===== src/rtl/cfu_vec_mac.sv =====
// Vector multiply-accumulate CFU: streams int8 word pairs over a read-only
// classic Wishbone master and accumulates offset-adjusted 4-lane dot products.
module cfu_vec_mac #(
  parameter int INPUT_OFFSET = 128,
  parameter int LEN_W        = 16,
  parameter int ADDR_W       = 30
) (
  input  logic              clk,
  input  logic              reset,

  input  logic              cmd_valid,
  output logic              cmd_ready,
  input  logic [9:0]        cmd_payload_function_id,
  input  logic [31:0]       cmd_payload_inputs_0,
  input  logic [31:0]       cmd_payload_inputs_1,

  output logic              rsp_valid,
  input  logic              rsp_ready,
  output logic [31:0]       rsp_payload_outputs_0,

  output logic [ADDR_W-1:0] cfu_ram_adr,
  output logic [31:0]       cfu_ram_dat_mosi,
  output logic [3:0]        cfu_ram_sel,
  output logic              cfu_ram_cyc,
  output logic              cfu_ram_stb,
  output logic              cfu_ram_we,
  output logic [2:0]        cfu_ram_cti,
  output logic [1:0]        cfu_ram_bte,
  input  logic [31:0]       cfu_ram_dat_miso,
  input  logic              cfu_ram_ack,
  input  logic              cfu_ram_err
);

  typedef enum logic [2:0] {
    IDLE    = 3'd0,
    FETCH_A = 3'd1,
    FETCH_B = 3'd2,
    MAC     = 3'd3,
    RESP    = 3'd4
  } state_t;

  localparam logic [2:0] OP_SET_LEN  = 3'd0;
  localparam logic [2:0] OP_RUN      = 3'd1;
  localparam logic [2:0] OP_CLEAR    = 3'd2;
  localparam logic [2:0] OP_READ_ACC = 3'd3;
  localparam logic [2:0] OP_STATUS   = 3'd4;

  localparam logic [31:0] ERR_CODE = 32'h8000_0000;

  state_t            state;
  state_t            state_next;
  logic [31:0]       acc;
  logic [31:0]       rsp_data;
  logic [31:0]       a_word;
  logic [31:0]       b_word;
  logic [31:0]       dot_sum;
  logic [LEN_W-1:0]  len;
  logic [LEN_W-1:0]  remaining;
  logic [ADDR_W-1:0] a_ptr;
  logic [ADDR_W-1:0] b_ptr;
  logic [ADDR_W-1:0] bus_adr;
  logic              err_flag;
  logic              bus_active;
  logic [2:0]        opcode;
  logic              cmd_fire;
  logic              rsp_fire;
  logic              bus_ack;
  logic              bus_err;
  logic              unused_inputs;

  logic signed [31:0] lane_a;
  logic signed [31:0] lane_b;
  logic signed [31:0] lane_p;

  assign opcode   = cmd_payload_function_id[2:0];
  assign cmd_fire = cmd_valid && (state == IDLE);
  assign rsp_fire = (state == RESP) && rsp_ready;

  // Bus handshakes only count while our own strobe is out; err wins over ack.
  assign bus_err = bus_active && cfu_ram_err;
  assign bus_ack = bus_active && cfu_ram_ack && !cfu_ram_err;

  assign unused_inputs = ^{cmd_payload_function_id[9:3],
                           cmd_payload_inputs_0[1:0],
                           cmd_payload_inputs_1[1:0]};

  assign cfu_ram_dat_mosi = '0;
  assign cfu_ram_sel      = 4'hF;
  assign cfu_ram_we       = 1'b0;
  assign cfu_ram_cti      = 3'd0;
  assign cfu_ram_bte      = 2'd0;

  always_comb begin
    dot_sum = '0;
    lane_a  = '0;
    lane_b  = '0;
    lane_p  = '0;
    for (int i = 0; i < 4; i++) begin
      lane_a  = 32'($signed(a_word[8*i +: 8])) + 32'(INPUT_OFFSET);
      lane_b  = 32'($signed(b_word[8*i +: 8]));
      lane_p  = lane_a * lane_b;
      dot_sum = dot_sum + lane_p;
    end
  end

  always_ff @(posedge clk or posedge reset) begin
    if (reset) begin
      state <= IDLE;
    end else begin
      state <= state_next;
    end
  end

  always_comb begin
    state_next = state;
    unique case (state)
      IDLE: begin
        if (cmd_fire) begin
          if (opcode == OP_RUN) begin
            state_next = (len == '0) ? RESP : FETCH_A;
          end else begin
            state_next = RESP;
          end
        end
      end
      FETCH_A: begin
        if (bus_err) begin
          state_next = RESP;
        end else if (bus_ack) begin
          state_next = FETCH_B;
        end
      end
      FETCH_B: begin
        if (bus_err) begin
          state_next = RESP;
        end else if (bus_ack) begin
          state_next = MAC;
        end
      end
      MAC: begin
        state_next = (remaining > LEN_W'(1)) ? FETCH_A : RESP;
      end
      RESP: begin
        if (rsp_fire) begin
          state_next = IDLE;
        end
      end
      default: state_next = IDLE;
    endcase
  end

  always_comb begin
    cmd_ready             = (state == IDLE);
    rsp_valid             = (state == RESP);
    rsp_payload_outputs_0 = rsp_data;
    cfu_ram_cyc           = bus_active;
    cfu_ram_stb           = bus_active;
    cfu_ram_adr           = bus_adr;
  end

  // Each fetch state spends one cycle with the strobe low before raising it,
  // which guarantees a bubble between consecutive classic transactions.
  always_ff @(posedge clk or posedge reset) begin
    if (reset) begin
      acc        <= '0;
      len        <= '0;
      err_flag   <= 1'b0;
      rsp_data   <= '0;
      bus_active <= 1'b0;
      bus_adr    <= '0;
      a_ptr      <= '0;
      b_ptr      <= '0;
      remaining  <= '0;
      a_word     <= '0;
      b_word     <= '0;
    end else begin
      unique case (state)
        IDLE: begin
          if (cmd_fire) begin
            unique case (opcode)
              OP_SET_LEN: begin
                len      <= cmd_payload_inputs_0[LEN_W-1:0];
                rsp_data <= '0;
              end
              OP_RUN: begin
                a_ptr     <= ADDR_W'(cmd_payload_inputs_0[31:2]);
                b_ptr     <= ADDR_W'(cmd_payload_inputs_1[31:2]);
                remaining <= len;
                rsp_data  <= acc;
              end
              OP_CLEAR: begin
                rsp_data <= acc;
                acc      <= '0;
                err_flag <= 1'b0;
              end
              OP_READ_ACC: rsp_data <= acc;
              OP_STATUS:   rsp_data <= {30'b0, err_flag, 1'b0};
              default:     rsp_data <= '0;
            endcase
          end
        end
        FETCH_A: begin
          if (!bus_active) begin
            bus_active <= 1'b1;
            bus_adr    <= a_ptr;
          end else if (bus_err) begin
            bus_active <= 1'b0;
            err_flag   <= 1'b1;
            rsp_data   <= ERR_CODE;
          end else if (bus_ack) begin
            bus_active <= 1'b0;
            a_word     <= cfu_ram_dat_miso;
          end
        end
        FETCH_B: begin
          if (!bus_active) begin
            bus_active <= 1'b1;
            bus_adr    <= b_ptr;
          end else if (bus_err) begin
            bus_active <= 1'b0;
            err_flag   <= 1'b1;
            rsp_data   <= ERR_CODE;
          end else if (bus_ack) begin
            bus_active <= 1'b0;
            b_word     <= cfu_ram_dat_miso;
          end
        end
        MAC: begin
          acc       <= acc + dot_sum;
          rsp_data  <= acc + dot_sum;
          a_ptr     <= a_ptr + 1'b1;
          b_ptr     <= b_ptr + 1'b1;
          remaining <= remaining - 1'b1;
        end
        RESP: begin
        end
        default: begin
        end
      endcase
    end
  end

endmodule


===== config.mk =====
export PLATFORM = sky130hd
export DESIGN_NAME = cfu_vec_mac
export DESIGN_NICKNAME = d
export VERILOG_FILES = /design/src/rtl/cfu_vec_mac.sv
export SDC_FILE = /design/constraint.sdc
export NUM_CORES = 1
export LEC_CHECK = 0
export ABC_AREA = 0
export CAP_MARGIN = 20
export CELL_PAD_IN_SITES_DETAIL_PLACEMENT = 1
export CELL_PAD_IN_SITES_GLOBAL_PLACEMENT = 2
export CORE_MARGIN = 2
export CORE_UTILIZATION = 34
export CTS_CLUSTER_SIZE = 14
export DETAILED_ROUTE_END_ITERATION = 7
export PLACE_DENSITY = 0.87
export SLEW_MARGIN = 0
export SYNTH_ARGS = -nofsm -noshare
export SYNTH_HDL_FRONTEND = slang
export SYNTH_SLANG_ARGS = --single-unit

===== constraint.sdc =====
create_clock -name clk -period 8.3 [get_ports clk]
set_input_delay 0.83 -clock clk [delete_from_list [all_inputs] [get_ports clk]]
set_output_delay 0.83 -clock clk [all_outputs]
set_load 0.02 [all_outputs]

==> metrics.txt, run 1 <==
# TYPE chip_impl_metric gauge
chip_impl_info{name="crit_path_start_kind",value="flop"} 1
chip_impl_metric{name="number_of_rows_in_the_core_area",unit=""} 96
chip_impl_info{name="synthTopCellsByCount",value="inv_1 (370), dfrtp_1 (255), fa_1 (236), nand2_1 (218), ha_1 (189)"} 1
chip_impl_metric{name="synth-async-reset-ratio",unit="%"} 100
chip_impl_info{name="worst_r2r_endpoint",value="rsp_payload_outputs_0[25]"} 1
chip_impl_metric{name="critical_path_depth",unit=""} 32
chip_impl_metric{name="wl",unit="mm"} 76.6
chip_impl_metric{name="multi_input_area",unit="um2"} 16100
chip_impl_metric{name="drt_iter0_markers",unit=""} 856
chip_impl_metric{name="clock_path_buffers",unit=""} 3
chip_impl_metric{name="critical_path_peak_fanout",unit=""} 4
chip_impl_metric{name="final.setup_skew",unit="ns"} 0.0245
chip_impl_metric{name="drc",unit=""} 0
chip_impl_metric{name="design.final.nets",unit=""} 3380
chip_impl_metric{name="synth-edff-count",unit=""} 0
chip_impl_metric{name="synth-seq-cells",unit=""} 255
chip_impl_metric{name="clkSinkCount",unit=""} 255
chip_impl_metric{name="clk_pin_slew_worst_paths",unit="ns"} 0.06
chip_impl_metric{name="gp_congestion",unit=""} 0.858
chip_impl_metric{name="finalHoldViolations",unit=""} 0
chip_impl_metric{name="timing.final.crit_share",unit="%"} 104
chip_impl_metric{name="share_of_post_route_cells_with_drive_strength_above_1",unit="%"} 23.0
chip_impl_metric{name="grt_pass1_vias",unit=""} 21845
chip_impl_metric{name="postSynthCellCount",unit=""} 2452
chip_impl_info{name="timing.rr.start",value="b_word[19]"} 1
chip_impl_metric{name="netlist.area_leader.share",unit="%"} 27.2
chip_impl_metric{name="syn_area_per_cell",unit="um2"} 9.56
chip_impl_metric{name="post_cts_hold_buffer_count",unit=""} 0
chip_impl_info{name="path_common_cell",value="fa_1"} 1
chip_impl_metric{name="ys.warnings.count",unit=""} 0
chip_impl_metric{name="io-pin-count",unit=""} 220
chip_impl_metric{name="chipHeight",unit="um"} 267
chip_impl_metric{name="grt_start_max_net_pins",unit=""} 144
chip_impl_metric{name="die_w",unit="um"} 267
chip_impl_metric{name="register_area",unit="um2"} 6410
chip_impl_metric{name="die_area",unit="um2"} 71000
chip_impl_metric{name="pre_cts_ws",unit="ns"} -0.629
chip_impl_info{name="post-synth-top-count-cell",value="inv_1"} 1
chip_impl_metric{name="port_buffers",unit=""} 168
chip_impl_metric{name="cp.buffers_inverters",unit=""} 6
chip_impl_metric{name="report.final.slew_viol_count",unit=""} 0
chip_impl_info{name="critPathCapture",value="rsp_payload_outputs_0[25]"} 1
chip_impl_info{name="tritoncts",value="yes"} 1
chip_impl_metric{name="yosysSeqAreaShare",unit="%"} 27.2
chip_impl_info{name="cp_top_family",value="adder cells"} 1
chip_impl_info{name="cp-end-kind",value="flop"} 1
chip_impl_metric{name="critPathMaxStageDelay",unit="ns"} 0.65
chip_impl_info{name="critical_path_slowest_stage_cell",value="fa_2"} 1
chip_impl_metric{name="vias",unit=""} 19322
chip_impl_info{name="synth_largest_area_cell",value="dfrtp_1"} 1
chip_impl_metric{name="initial_standard_cell_utilization_of_the_core",unit="%"} 34.2
chip_impl_info{name="status",value="finished with violations"} 1
chip_impl_metric{name="cp.arrival",unit="ns"} 9.04
chip_impl_metric{name="final.fill_count",unit=""} 7684
chip_impl_metric{name="worst_skew_pair.late_latency",unit="ns"} 0.57
chip_impl_metric{name="routed_via_density",unit=""} 5.15
chip_impl_metric{name="grt_overflow_total",unit=""} 0
chip_impl_info{name="rsz0062_at_grt",value="true"} 1
chip_impl_metric{name="detail_route.first_pass.iterations",unit=""} 5
chip_impl_info{name="worst_setup_path_startpoint",value="b_word[19]"} 1
chip_impl_metric{name="area_delta_synth_final",unit="%"} 28.5
chip_impl_metric{name="gr-usage-all-layers",unit="%"} 21.4
chip_impl_metric{name="setup-tns-final",unit="ns"} -3.50
chip_impl_info{name="ctsRootBufferMaster",value="clkbuf_16"} 1
chip_impl_metric{name="timing.reg2reg.worst_path_depth",unit=""} 32
chip_impl_metric{name="initial_antenna_violation_count",unit=""} 3
chip_impl_metric{name="final_period_minus_worst_setup_slack",unit="ns"} 8.63
chip_impl_metric{name="layout.core_utilization",unit="%"} 44.0
chip_impl_metric{name="core-area",unit="um2"} 68500
chip_impl_info{name="violations_in_the_final_reports",value="negative setup slack"} 1
chip_impl_metric{name="grt_first_pass_wirelength",unit="mm"} 120
chip_impl_metric{name="rrSetupSlack",unit="ns"} -0.33
chip_impl_metric{name="timing.final.ws_setup",unit="ns"} -0.327
chip_impl_metric{name="wl_per_cell",unit="um"} 20.4
chip_impl_metric{name="setup-violations-final",unit=""} 25
chip_impl_metric{name="max_cap_viol_count",unit=""} 0
chip_impl_metric{name="postRouteAntennaNets",unit=""} 0
chip_impl_metric{name="cts.htree.levels",unit=""} 2
chip_impl_info{name="synth_top_flop_cell",value="dfrtp_1"} 1
chip_impl_metric{name="normalized_max_slew_margin",unit="%"} 32.1
chip_impl_info{name="synth_area_leaders",value="dfrtp_1 (27%), fa_1 (20%), ha_1 (10%)"} 1
chip_impl_metric{name="numCtsBuffers",unit=""} 35
chip_impl_metric{name="worstMarginPinSlew",unit="ns"} 1.02
chip_impl_info{name="min-delay-path-class",value="reg2reg"} 1
chip_impl_metric{name="total_half_perimeter_wirelength_after_legalization_and_detailed_placement",unit="mm"} 55.2
chip_impl_metric{name="post_synth_num_cell_types",unit=""} 90
chip_impl_metric{name="cp_data_required_time",unit="ns"} 8.72
chip_impl_metric{name="synthesis.area",unit="um2"} 23400
chip_impl_metric{name="max_clock_freq",unit="MHz"} 116
chip_impl_info{name="timing_worst_setup_path_type",value="reg2reg"} 1
registers in the layout, summed over array words and instances (netlist names):
register / count
a_ptr: 30
b_word: 32
rsp_payload_outputs_0: 32
b_ptr: 30
a_word: 32
cfu_ram_adr: 30
err_flag: 1
remaining: 16
state: 3
cfu_ram_cyc: 1
len: 16
acc: 32
kinds of logic after synthesis:
logic type      count (synthesis)  share of synthesized area (%)
other cells                     2                         0.0320
buf+inv                       491                           8.66
simple gates                  753                           16.3
fa+ha+maj                     425                           30.3
xor+xnor                       37                           1.45
mux                           111                           5.15
compound gates                378                           10.9
flops                         255                           27.2
per-stage QoR:
stage          hold slack [ns]  instances  cell area, um2
6_report                 0.485       3752           30100
4_1_cts                  0.490       3724           29400
3_5_place_dp             0.474       3627           27400
5_1_grt                  0.505       3751           30100
3_3_place_gp             0.470       3627           27400
2_1_floorplan            0.449       2492           23600
repair_timing:
action | in CTS | in global routing
setup endpoints to repair | 37 | 36
pin swaps | 125 | 105
gates resized for setup | 137 | 133
setup buffers | 38 | 27
worst reg2reg max path, delay by kind of cell, from the launching register on:
kind | cells | cell delay [ns]
multiplexers | 1 | 0.27
AO/OA/AOI/OAI | 10 | 1.96
XOR/XNOR | 1 | 0.16
buffers and inverters | 6 | 0.52
AND/OR/NAND/NOR | 4 | 0.56
flip-flops | 1 | 0.40
adder cells (fa/ha/maj) | 10 | 4.62
layout by cell type (no fill, tap or decap), types with 19 or more instances in the layout:
master | netlist | layout
a21oi_1 | 111 | 91
a21oi_2 | 4 | 19
o21ai_0 | 69 | 56
buf_6 | 1 | 32
a21o_1 | 24 | 24
inv_1 | 370 | 344
and2_4 | 0 | 19
fa_2 | 0 | 31
buf_4 | 44 | 231
inv_2 | 0 | 25
nor2b_1 | 32 | 28
clkdlybuf4s50_1 | 0 | 168
mux2_2 | 76 | 76
nor2_1 | 146 | 138
and3_1 | 26 | 22
a221o_1 | 24 | 24
mux2i_1 | 34 | 33
nand3_1 | 52 | 45
dfrtp_1 | 255 | 232
nand2b_1 | 25 | 25
conb_1 | 2 | 42
dfrtp_2 | 0 | 23
nand2_1 | 218 | 211
and2_1 | 147 | 128
fa_1 | 236 | 205
a31oi_1 | 27 | 23
nor3_1 | 32 | 27
clkbuf_16 | 0 | 35
ha_1 | 189 | 168
layer usage:
layer | global-route usage (%) | part of all wire [%] | vias up
met5 | 0 | 0 | -
met3 | 3.41 | 4.2 | 110
met2 | 37.5 | 51 | 392
met4 | 5.94 | 2.2 | 0
li1 | - | - | 8802
met1 | 27.2 | 42 | 10018
layout make-up:
class | count | share of cell area [%]
multi-input combinational | 1746 | 53.6
clock buffer | 44 | 3.19
antenna | 3 | 0.0249
tap | 882 | 3.67
inverter | 370 | 4.64
sequential | 255 | 21.3
clock inverter | 17 | 0.798
timing repair buffer | 435 | 12.8
worst min path at each step:
stage,from,slack [ns],to,depth (start not counted)
after floorplan,remaining[15],0.45,remaining[15],1
after global placement,remaining[11],0.47,remaining[11],1
after detailed placement,remaining[11],0.47,remaining[11],1
after CTS,remaining[11],0.49,remaining[11],1
after global routing,remaining[11],0.51,remaining[11],1
final,remaining[11],0.49,remaining[11],1
Power of run 1 is left out: the tool's default activity adds up to more than one toggle a clock period on the data nets, which glitch-free logic cannot reach.
==> run 2, diff against run 1 <==
==> constraint.sdc (replaced) <==
create_clock -name clk -period 8.3 [get_ports clk]
set_input_delay 0.83 -clock clk [delete_from_list [all_inputs] [get_ports clk]]
set_output_delay 0.83 -clock clk [all_outputs]
set_load 0.005 [all_outputs]
==> results of run 2 <==
Final layout, timing and power as in run 1 (identical DEF).
Power of run 2 is left out for the same reason.
==> run 3, diff against run 2 <==
--- a/config.mk
+++ b/config.mk
@@ -13,7 +13,7 @@
 export CORE_UTILIZATION = 34
 export CTS_CLUSTER_SIZE = 14
 export DETAILED_ROUTE_END_ITERATION = 7
-export PLACE_DENSITY = 0.87
+export PLACE_DENSITY = 0.77
 export SLEW_MARGIN = 0
 export SYNTH_ARGS = -nofsm -noshare
 export SYNTH_HDL_FRONTEND = slang
==> metrics.txt, run 3 (synthesis results as in run 1) <==
# TYPE chip_impl_metric gauge
chip_impl_metric{name="grt_pass1_vias",unit=""} 21263
chip_impl_metric{name="clock_path_buffers",unit=""} 3
chip_impl_metric{name="postRouteAntennaNets",unit=""} 0
chip_impl_metric{name="total_half_perimeter_wirelength_after_legalization_and_detailed_placement",unit="mm"} 55.6
chip_impl_info{name="status",value="finished with violations"} 1
chip_impl_info{name="critical_path_slowest_stage_cell",value="fa_2"} 1
chip_impl_info{name="min-delay-path-class",value="reg2reg"} 1
chip_impl_metric{name="drt_iter0_markers",unit=""} 832
chip_impl_metric{name="timing.final.crit_share",unit="%"} 105
chip_impl_metric{name="setup-violations-final",unit=""} 28
chip_impl_metric{name="vias",unit=""} 18860
chip_impl_info{name="timing_worst_setup_path_type",value="reg2reg"} 1
chip_impl_info{name="crit_path_start_kind",value="flop"} 1
chip_impl_metric{name="max_cap_viol_count",unit=""} 0
chip_impl_metric{name="area_delta_synth_final",unit="%"} 28.8
chip_impl_metric{name="numCtsBuffers",unit=""} 36
chip_impl_info{name="worst_setup_path_startpoint",value="a_word[25]"} 1
chip_impl_metric{name="clk_pin_slew_worst_paths",unit="ns"} 0.06
chip_impl_metric{name="final.setup_skew",unit="ns"} 0.0670
chip_impl_metric{name="chipHeight",unit="um"} 267
chip_impl_metric{name="core-area",unit="um2"} 68500
chip_impl_metric{name="timing.reg2reg.worst_path_depth",unit=""} 33
chip_impl_metric{name="routed_via_density",unit=""} 5.02
chip_impl_metric{name="number_of_rows_in_the_core_area",unit=""} 96
chip_impl_metric{name="share_of_post_route_cells_with_drive_strength_above_1",unit="%"} 22.1
chip_impl_metric{name="max_clock_freq",unit="MHz"} 115
chip_impl_info{name="path_common_cell",value="fa_1"} 1
chip_impl_metric{name="final_period_minus_worst_setup_slack",unit="ns"} 8.72
chip_impl_metric{name="wl_per_cell",unit="um"} 19.9
chip_impl_metric{name="worst_skew_pair.late_latency",unit="ns"} 0.60
chip_impl_metric{name="critPathMaxStageDelay",unit="ns"} 0.60
chip_impl_info{name="timing.rr.start",value="a_word[25]"} 1
chip_impl_info{name="final_common_cell",value="inv_1"} 1
chip_impl_metric{name="drc",unit=""} 0
chip_impl_metric{name="final.fill_count",unit=""} 7670
chip_impl_metric{name="gp_congestion",unit=""} 0.841
chip_impl_metric{name="initial_standard_cell_utilization_of_the_core",unit="%"} 34.2
chip_impl_metric{name="grt_overflow_total",unit=""} 0
chip_impl_metric{name="layout.core_utilization",unit="%"} 44.1
chip_impl_metric{name="io-pin-count",unit=""} 220
chip_impl_metric{name="grt_first_pass_wirelength",unit="mm"} 118
chip_impl_metric{name="report.final.slew_viol_count",unit=""} 0
chip_impl_metric{name="finalHoldViolations",unit=""} 0
chip_impl_metric{name="clkSinkCount",unit=""} 255
chip_impl_metric{name="die_w",unit="um"} 267
chip_impl_metric{name="gr-usage-all-layers",unit="%"} 21.1
chip_impl_metric{name="timing.final.ws_setup",unit="ns"} -0.424
chip_impl_info{name="hold_path_startpoint",value="rsp_payload_outputs_0[19]"} 1
chip_impl_metric{name="initial_antenna_violation_count",unit=""} 1
chip_impl_metric{name="postPlaceCellArea",unit="um2"} 27400
chip_impl_metric{name="setup-tns-final",unit="ns"} -4.74
chip_impl_metric{name="final_area",unit="um2"} 30200
chip_impl_metric{name="port_buffers",unit=""} 168
chip_impl_metric{name="hold_depth",unit=""} 1
chip_impl_metric{name="post_cts_hold_buffer_count",unit=""} 0
chip_impl_info{name="cp-end-kind",value="flop"} 1
chip_impl_metric{name="grt_start_max_net_pins",unit=""} 151
chip_impl_metric{name="worstMarginPinSlew",unit="ns"} 0.933
chip_impl_metric{name="cp.arrival",unit="ns"} 9.15
chip_impl_metric{name="cp_data_required_time",unit="ns"} 8.72
chip_impl_info{name="tritoncts",value="yes"} 1
chip_impl_metric{name="wl",unit="mm"} 74.7
chip_impl_metric{name="normalized_max_slew_margin",unit="%"} 37.8
chip_impl_metric{name="die_area",unit="um2"} 71000
chip_impl_info{name="ctsRootBufferMaster",value="clkbuf_16"} 1
chip_impl_info{name="rsz0062_at_grt",value="true"} 1
chip_impl_metric{name="critical_path_peak_fanout",unit=""} 4
chip_impl_metric{name="cts.htree.levels",unit=""} 2
chip_impl_info{name="final_cell_mix",value="inv_1 (352), dfrtp_1 (234), buf_4 (230)"} 1
chip_impl_info{name="violations_in_the_final_reports",value="negative setup slack"} 1
chip_impl_metric{name="detail_route.first_pass.iterations",unit=""} 5
chip_impl_metric{name="design.final.nets",unit=""} 3382
[run 3: cell count changes in the layout (fill, tap and decap cells not counted), moves of 4 or more]
cell,before,now
a21oi_2,19,23
and2_1,128,140
and2_4,19,7
and3_4,3,7
clkinv_2,3,8
fa_1,205,212
fa_2,31,24
inv_1,344,352
inv_2,25,16
[run 3: metal layers]
layer  wire (um)  global-route usage, %  share of wire [%]  vias to the layer above
li1            -                      -                  -                     8780
met1       33300                   27.9                 45                     9715
met2       37600                   36.6                 50                      268
met3        2140                   2.41                2.9                       97
met4        1660                   5.66                2.2                        0
met5           0                      0                  0                        -
[run 3: worst max-delay path, delay by kind of cell (launching register included)]
| kind | cells | cell delay (ns) |
|---|---|---|
| xor+xnor | 1 | 0.16 |
| buf+inv | 7 | 0.62 |
| flops | 1 | 0.44 |
| simple gates | 4 | 0.56 |
| compound gates | 10 | 1.92 |
| fa+ha+maj | 10 | 4.59 |
| mux | 1 | 0.30 |
[run 3: layout make-up]
type	instances	area, um2	share of cell area [%]
multi-input combinational	1746	16100	53.5
tap	882	1100	3.66
timing repair buffer	436	3870	12.8
antenna	1	2.50	0.00829
clock buffer	47	1000	3.32
inverter	370	1400	4.63
sequential	255	6410	21.2
clock inverter	19	259	0.858
[run 3: final timing paths]
path,to,slack [ns]
min in group asynchronous,cfu_ram_adr[7],0.82
max reg2reg,rsp_payload_outputs_0[25],-0.42
min,rsp_payload_outputs_0[19],0.49
max,rsp_payload_outputs_0[25],-0.42
min reg2reg,rsp_payload_outputs_0[19],0.49
max in group asynchronous,acc[19],6.11
[run 3: through the flow]
step,std cells,setup slack (ns),hold WS (ns)
after floorplan,2492,0.0456,0.449
after global placement,3629,-0.519,0.470
after detailed placement,3629,-0.669,0.483
after CTS,3728,-0.277,0.498
after global routing,3756,-0.680,0.529
final,3756,-0.424,0.490
[run 3: repair_timing]
action,in CTS,in global routing
pin swaps,129,114
resized for setup,120,136
setup endpoints to repair,38,37
buffers inserted,36,35
Power of run 3 is left out for the same reason.
